`src/rtl/adpll_pkg.sv`:
```
// Shared definitions for the ADPLL save-counter control path.
package adpll_pkg;

    typedef enum logic [1:0] {
        S_DISABLED = 2'd0,
        S_ARM      = 2'd1,
        S_COUNT    = 2'd2
    } state_t;

    localparam int DEF_SYNC_STAGES = 2;

endpackage

```
`src/rtl/period_capture_ctrl_edge_sync.sv`:
```
// Asynchronous edge synchronizer with a single-cycle rise detector.
module edge_sync
    import adpll_pkg::*;
#(
    parameter int SYNC_STAGES = DEF_SYNC_STAGES
) (
    input  logic clk_i,
    input  logic reset_i,
    input  logic async_i,
    output logic rise_o
);

    logic [SYNC_STAGES-1:0] sync_q;
    logic                   edge_q;

    always_ff @(posedge clk_i or negedge reset_i) begin
        if (!reset_i) begin
            sync_q <= '0;
            edge_q <= 1'b0;
        end else begin
            sync_q <= {sync_q[SYNC_STAGES-2:0], async_i};
            edge_q <= sync_q[SYNC_STAGES-1];
        end
    end

    assign rise_o = sync_q[SYNC_STAGES-1] & ~edge_q;

endmodule

```
`src/rtl/period_capture_ctrl.sv`:
```
// Period counter FSM: measures trigger spacing and hands results
// to the loop filter over a valid/ready handshake.
module period_capture_ctrl
    import adpll_pkg::*;
#(
    parameter int WIDTH       = 20,
    parameter int SYNC_STAGES = DEF_SYNC_STAGES
) (
    input  logic             fpga_clk_i,
    input  logic             reset_i,
    input  logic             enable_i,
    input  logic             trigger_i,
    input  logic             period_ready_i,
    output logic [WIDTH-1:0] period_o,
    output logic             period_valid_o,
    output logic             period_ovf_o,
    output logic             overrun_o,
    output logic [WIDTH-1:0] count_o,
    output logic             counter_cleared_o,
    output logic             armed_o
);

    localparam logic [WIDTH-1:0] CNT_MAX = '1;
    localparam logic [WIDTH-1:0] CNT_ONE = WIDTH'(1);

    state_t           state_q;
    logic [WIDTH-1:0] count_q;
    logic [WIDTH-1:0] period_q;
    logic             valid_q;
    logic             ovf_q;
    logic             overrun_q;
    logic             rise;
    logic             sat;
    logic             capture;
    logic [WIDTH-1:0] next_cnt;

    edge_sync #(
        .SYNC_STAGES(SYNC_STAGES)
    ) u_trig_sync (
        .clk_i  (fpga_clk_i),
        .reset_i(reset_i),
        .async_i(trigger_i),
        .rise_o (rise)
    );

    // The closing edge counts itself, hence count+1.
    assign sat      = (count_q == CNT_MAX);
    assign next_cnt = sat ? count_q : count_q + CNT_ONE;
    assign capture  = enable_i & rise & (state_q == S_COUNT);

    always_ff @(posedge fpga_clk_i or negedge reset_i) begin
        if (!reset_i) begin
            state_q   <= S_DISABLED;
            count_q   <= '0;
            period_q  <= '0;
            valid_q   <= 1'b0;
            ovf_q     <= 1'b0;
            overrun_q <= 1'b0;
        end else begin
            overrun_q <= 1'b0;
            if (capture) begin
                period_q  <= next_cnt;
                ovf_q     <= sat;
                valid_q   <= 1'b1;
                overrun_q <= valid_q & ~period_ready_i;
            end else if (valid_q && period_ready_i) begin
                valid_q <= 1'b0;
            end

            if (!enable_i) begin
                state_q <= S_DISABLED;
                count_q <= '0;
            end else begin
                case (state_q)
                    S_DISABLED: begin
                        state_q <= S_ARM;
                        count_q <= '0;
                    end
                    S_ARM: begin
                        count_q <= '0;
                        if (rise) state_q <= S_COUNT;
                    end
                    S_COUNT: begin
                        count_q <= rise ? '0 : next_cnt;
                    end
                    default: begin
                        state_q <= S_DISABLED;
                        count_q <= '0;
                    end
                endcase
            end
        end
    end

    assign period_o          = period_q;
    assign period_valid_o    = valid_q;
    assign period_ovf_o      = ovf_q;
    assign overrun_o         = overrun_q;
    assign count_o           = count_q;
    assign counter_cleared_o = (count_q == '0);
    assign armed_o           = (state_q == S_ARM);

endmodule

```
`config.mk`:
```
export PLATFORM = sky130hd
export DESIGN_NAME = period_capture_ctrl
export DESIGN_NICKNAME = d
export VERILOG_FILES = /design/src/rtl/adpll_pkg.sv /design/src/rtl/period_capture_ctrl_edge_sync.sv /design/src/rtl/period_capture_ctrl.sv
export SDC_FILE = /design/constraint.sdc
export NUM_CORES = 1
export LEC_CHECK = 0
export BUFFER_PORTS_ARGS = -buffer_cell sky130_fd_sc_hd__clkbuf_2
export CAP_MARGIN = 20
export CORE_ASPECT_RATIO = 1.75
export CORE_MARGIN = 4
export CORE_UTILIZATION = 59
export CTS_BUF_LIST = sky130_fd_sc_hd__clkbuf_2 sky130_fd_sc_hd__clkbuf_4 sky130_fd_sc_hd__clkbuf_8
export DETAILED_ROUTE_END_ITERATION = 10
export PLACE_DENSITY_LB_ADDON = 0.3
export SLEW_MARGIN = 20
export SYNTH_ARGS = -nofsm -noshare
export SYNTH_HDL_FRONTEND = slang
export SYNTH_SLANG_ARGS = --single-unit
```
`constraint.sdc`:
```
create_clock -name fpga_clk_i -period 2.8 [get_ports fpga_clk_i]
set_clock_uncertainty 0.05 [all_clocks]
set_input_delay 0 -clock fpga_clk_i [delete_from_list [all_inputs] [get_ports fpga_clk_i]]
set_output_delay 0 -clock fpga_clk_i [all_outputs]
set_load 0.05 [all_outputs]
```
==> results.md <==
* Seq pwr share at 59.5%
* CP Class: reg2reg
* Buffers added on ports at 49
* Internal power at 912.4 uW
* Diodes inserted at 0
* Mean Syn Cell Area at 10.45 sq um
* Startpoint types: flop
* Initial antenna violation count at 0
* Minimum clock period at 2.170 ns
* Crit path DAT at 2.29 ns
* Full die area at 0.004697 sq mm
* Vias in the first global route at 1674
* Antenna viol nets, final at 0
* Synth Warn # at 0
* Status: finished clean
* First-pass GRT wire length at 7838 um
* Total area of sequential cells at 0.001201 sq mm
* CP Max Fanout at 13
* Worst min-delay path category: in2async
* # clock sinks at 48
* Setup Fix Bufs, Post-CTS at 0
* Comb power frac at 8.4%
* 1st-iter DRT viols at 43
* Via count at 1695
* Routed WL per cell at 15.09 um
* Ys flop type: dfrtp_1
* Pwr Density at 476.8 mW/mm^2
* Crit-path leading delay family: simple AND/OR/NAND/NOR gates
* Worst-path clk slew at 0.08 ns
* Gr usage total at 22.46%
* Top cell type by total area after synthesis: dfrtp_1
* Layout cells sized above 1 at 25.97%
* Cell area after synthesis at 0.002142 sq mm
* Critical path's slowest cell: dfrtp_1
* Longest Clk Path Bufs at 2
* R2R setup slack at 0.63 ns
* Ys async rst share at 100.0%
* Fin nets at 265
* Post-DP HPWL at 3416 um
* DIE WIDTH at 53.55 um
* Synth-to-layout area growth at 18.17%
* Instance count on the critical path at 6
* Yosys cell types at 41
* Fin area at 0.002531 sq mm
* Slew margin rel. at 50.59%
* Insertion delay to the later sink of the worst-skew pair at 0.29 ns
* DRC errors left at 0
* Sw power at 294.5 uW
* RR Endpoint: period_o[14]
* Starting density of the core at 62.39%
* Max-Cap Viols at 0
* Mapped Nets at 212
* Net Sw Frac at 24.40%
* Number of synthesized flops with an enable pin at 0
* Final hold vios at 0
* Placed cell areas at 0.002410 sq mm
* Pre-antenna DRT Iters at 6
* Area fraction of the dominant cell type after synthesis at 56.07%
* Core area at 0.003433 sq mm
* Reg2reg path depth at 6
* Slowest stage delay, CP at 0.45 ns
* Post-cts resize count at 0
* Highest clock rate at 460.8 MHz
* Leak at 0.001225 uW
* Setup ws final at 0.6300 ns
* Root Driver: clkbuf_8
* Seq cells post-synth at 48
* Min Hold Slack at 0.1848 ns
* Critical path, cell by cell: ha_1 > and3_1 > and3_2 > nor3b_1 > xnor2_1 > o21ai_0
* Grt ovf at 0
* Post-route setup TNS at 0 ns
* Setup WS pre-CTS at 0.6312 ns
* Multi-input gate area at 873.3 sq um
* WL final at 4571 um
* Top cells by area, synth: dfrtp_1 56%, xnor2_1 6.1%, nand2_1 4.7%
* WP buf/inv at 0
* Pin count of the biggest net entering global routing at 27
* Worst Path Required at 2.92 ns
* Num CTS Buffers at 5
* Num rows at 28
* Post-Syn Instances at 205
* Worst-Margin Slew at 0.7393 ns
* Tcrit/Tclk final at 77.50%
* # fillers at 270
* Worst vdd ir at 0.7068 mV
* TritonCTS clock tree: built
* GPL Wtd Cong at 0.8279
* Slew Limit Fails at 0
* CTS H-tree depth at 2
* RSZ-0062 raised after global routing: no
* Height of the die at 87.71 um
* Clock power share at 32.1%
* Seq/Total Area, Yosys at 56.07%
* Num ports at 50
* Final setup viols at 0
* DR vias/cell at 5.594
* CP Capture Type: flop
* Final Core Density at 73.72%
* Worst r2r src: count_o[0]
-- cells in the mapped netlist (2+ instances only) --
| library cell | instances |
|---|---|
| dfrtp_1 | 48 |
| nand2_1 | 27 |
| nor2_1 | 23 |
| o21ai_0 | 15 |
| xnor2_1 | 15 |
| a21oi_1 | 9 |
| clkbuf_1 | 6 |
| inv_1 | 5 |
| nand3_1 | 5 |
| nor4_1 | 5 |
| a31oi_1 | 3 |
| and3_1 | 3 |
| nand4_1 | 3 |
| a211oi_1 | 2 |
| buf_4 | 2 |
| ha_1 | 2 |
| mux2i_1 | 2 |
| nand2b_1 | 2 |
| nor2b_1 | 2 |
| nor3_1 | 2 |
| o21ai_1 | 2 |
| o31ai_2 | 2 |
| xor2_1 | 2 |
-- through the flow --
| stage | std cells | power (uW) |
|---|---|---|
| 2_1_floorplan | 205 | 794.6 |
| 3_3_place_gp | 292 | 828.7 |
| 3_5_place_dp | 292 | 831.2 |
| 4_1_cts | 303 | 1218 |
| 5_1_grt | 303 | 1254 |
| 6_report | 303 | 1207 |
-- worst max-delay path by stage --
| stage | startpoint | slack [ns] | to |
|---|---|---|---|
| floorplan | count_o[0] | 0.13 | counter_cleared_o |
| global placement | count_o[0] | 0.80 | period_o[14] |
| detailed placement | count_o[0] | 0.63 | period_o[14] |
| CTS | count_o[0] | 0.63 | period_o[14] |
| global route | count_o[0] | 0.44 | period_o[14] |
| finish | count_o[0] | 0.63 | period_o[14] |
-- per-layer routing --
metal  GRT usage [%]  up-vias  routed length, um
li1                -      807                  -
met1           27.97      832               1799
met2           38.77       51               2423
met3           4.089        5                287
met4           6.744        0                 61
met5               0        -                  0
-- state kept, by name, summed over array words and instances, names as in the netlist --
signal,count
period_o,20
period_ovf_o,1
period_valid_o,1
u_trig_sync.edge_q,1
overrun_o,1
state_q,2
count_o,20
u_trig_sync.sync_q,2
-- kinds of logic after synthesis --
kind of cell	share of synthesized area, %
buf+inv	3.154
xor+xnor	6.951
fa+ha+maj	1.168
mux	0.9346
compound gates	10.34
flops	56.07
simple gates	21.38
-- final cells by class --
type	instances	share of cell area, %
flip-flops and latches	48	47.45
multi-input cells	143	34.50
repair buffers	55	11.86
clock buffers	6	3.015
well taps	45	2.224
inverters	5	0.7415
clock inverters	1	0.1977
-- power groups by stage --
stage | clock network (uW) | logic [uW] | registers, uW
floorplan | 0 | 22.9 | 772
global placement | 0 | 98.2 | 730
detailed placement | 0 | 99.4 | 732
CTS | 396 | 104 | 718
global route | 424 | 110 | 720
finish | 387 | 102 | 718
-- cells in the final DEF (no fill, tap or decap), types with 3 or more instances in the layout --
cell           count
clkbuf_2          49
dfrtp_1           48
nand2_1           27
nor2_1            23
xnor2_1           15
o21ai_0           15
a21oi_1            9
inv_1              5
nand3_1            5
nor4_1             5
clkbuf_8           5
dlygate4sd3_1      4
and3_1             3
nand4_1            3
a31oi_1            3
-- timing repair --
item / in CTS / in global routing
endpoints found under the hold margin: 28 / 0
hold buffers: 4 / 0
endpoints found under the setup margin: 0 / 0
Note: power is estimated with default switching activity, not from simulation.
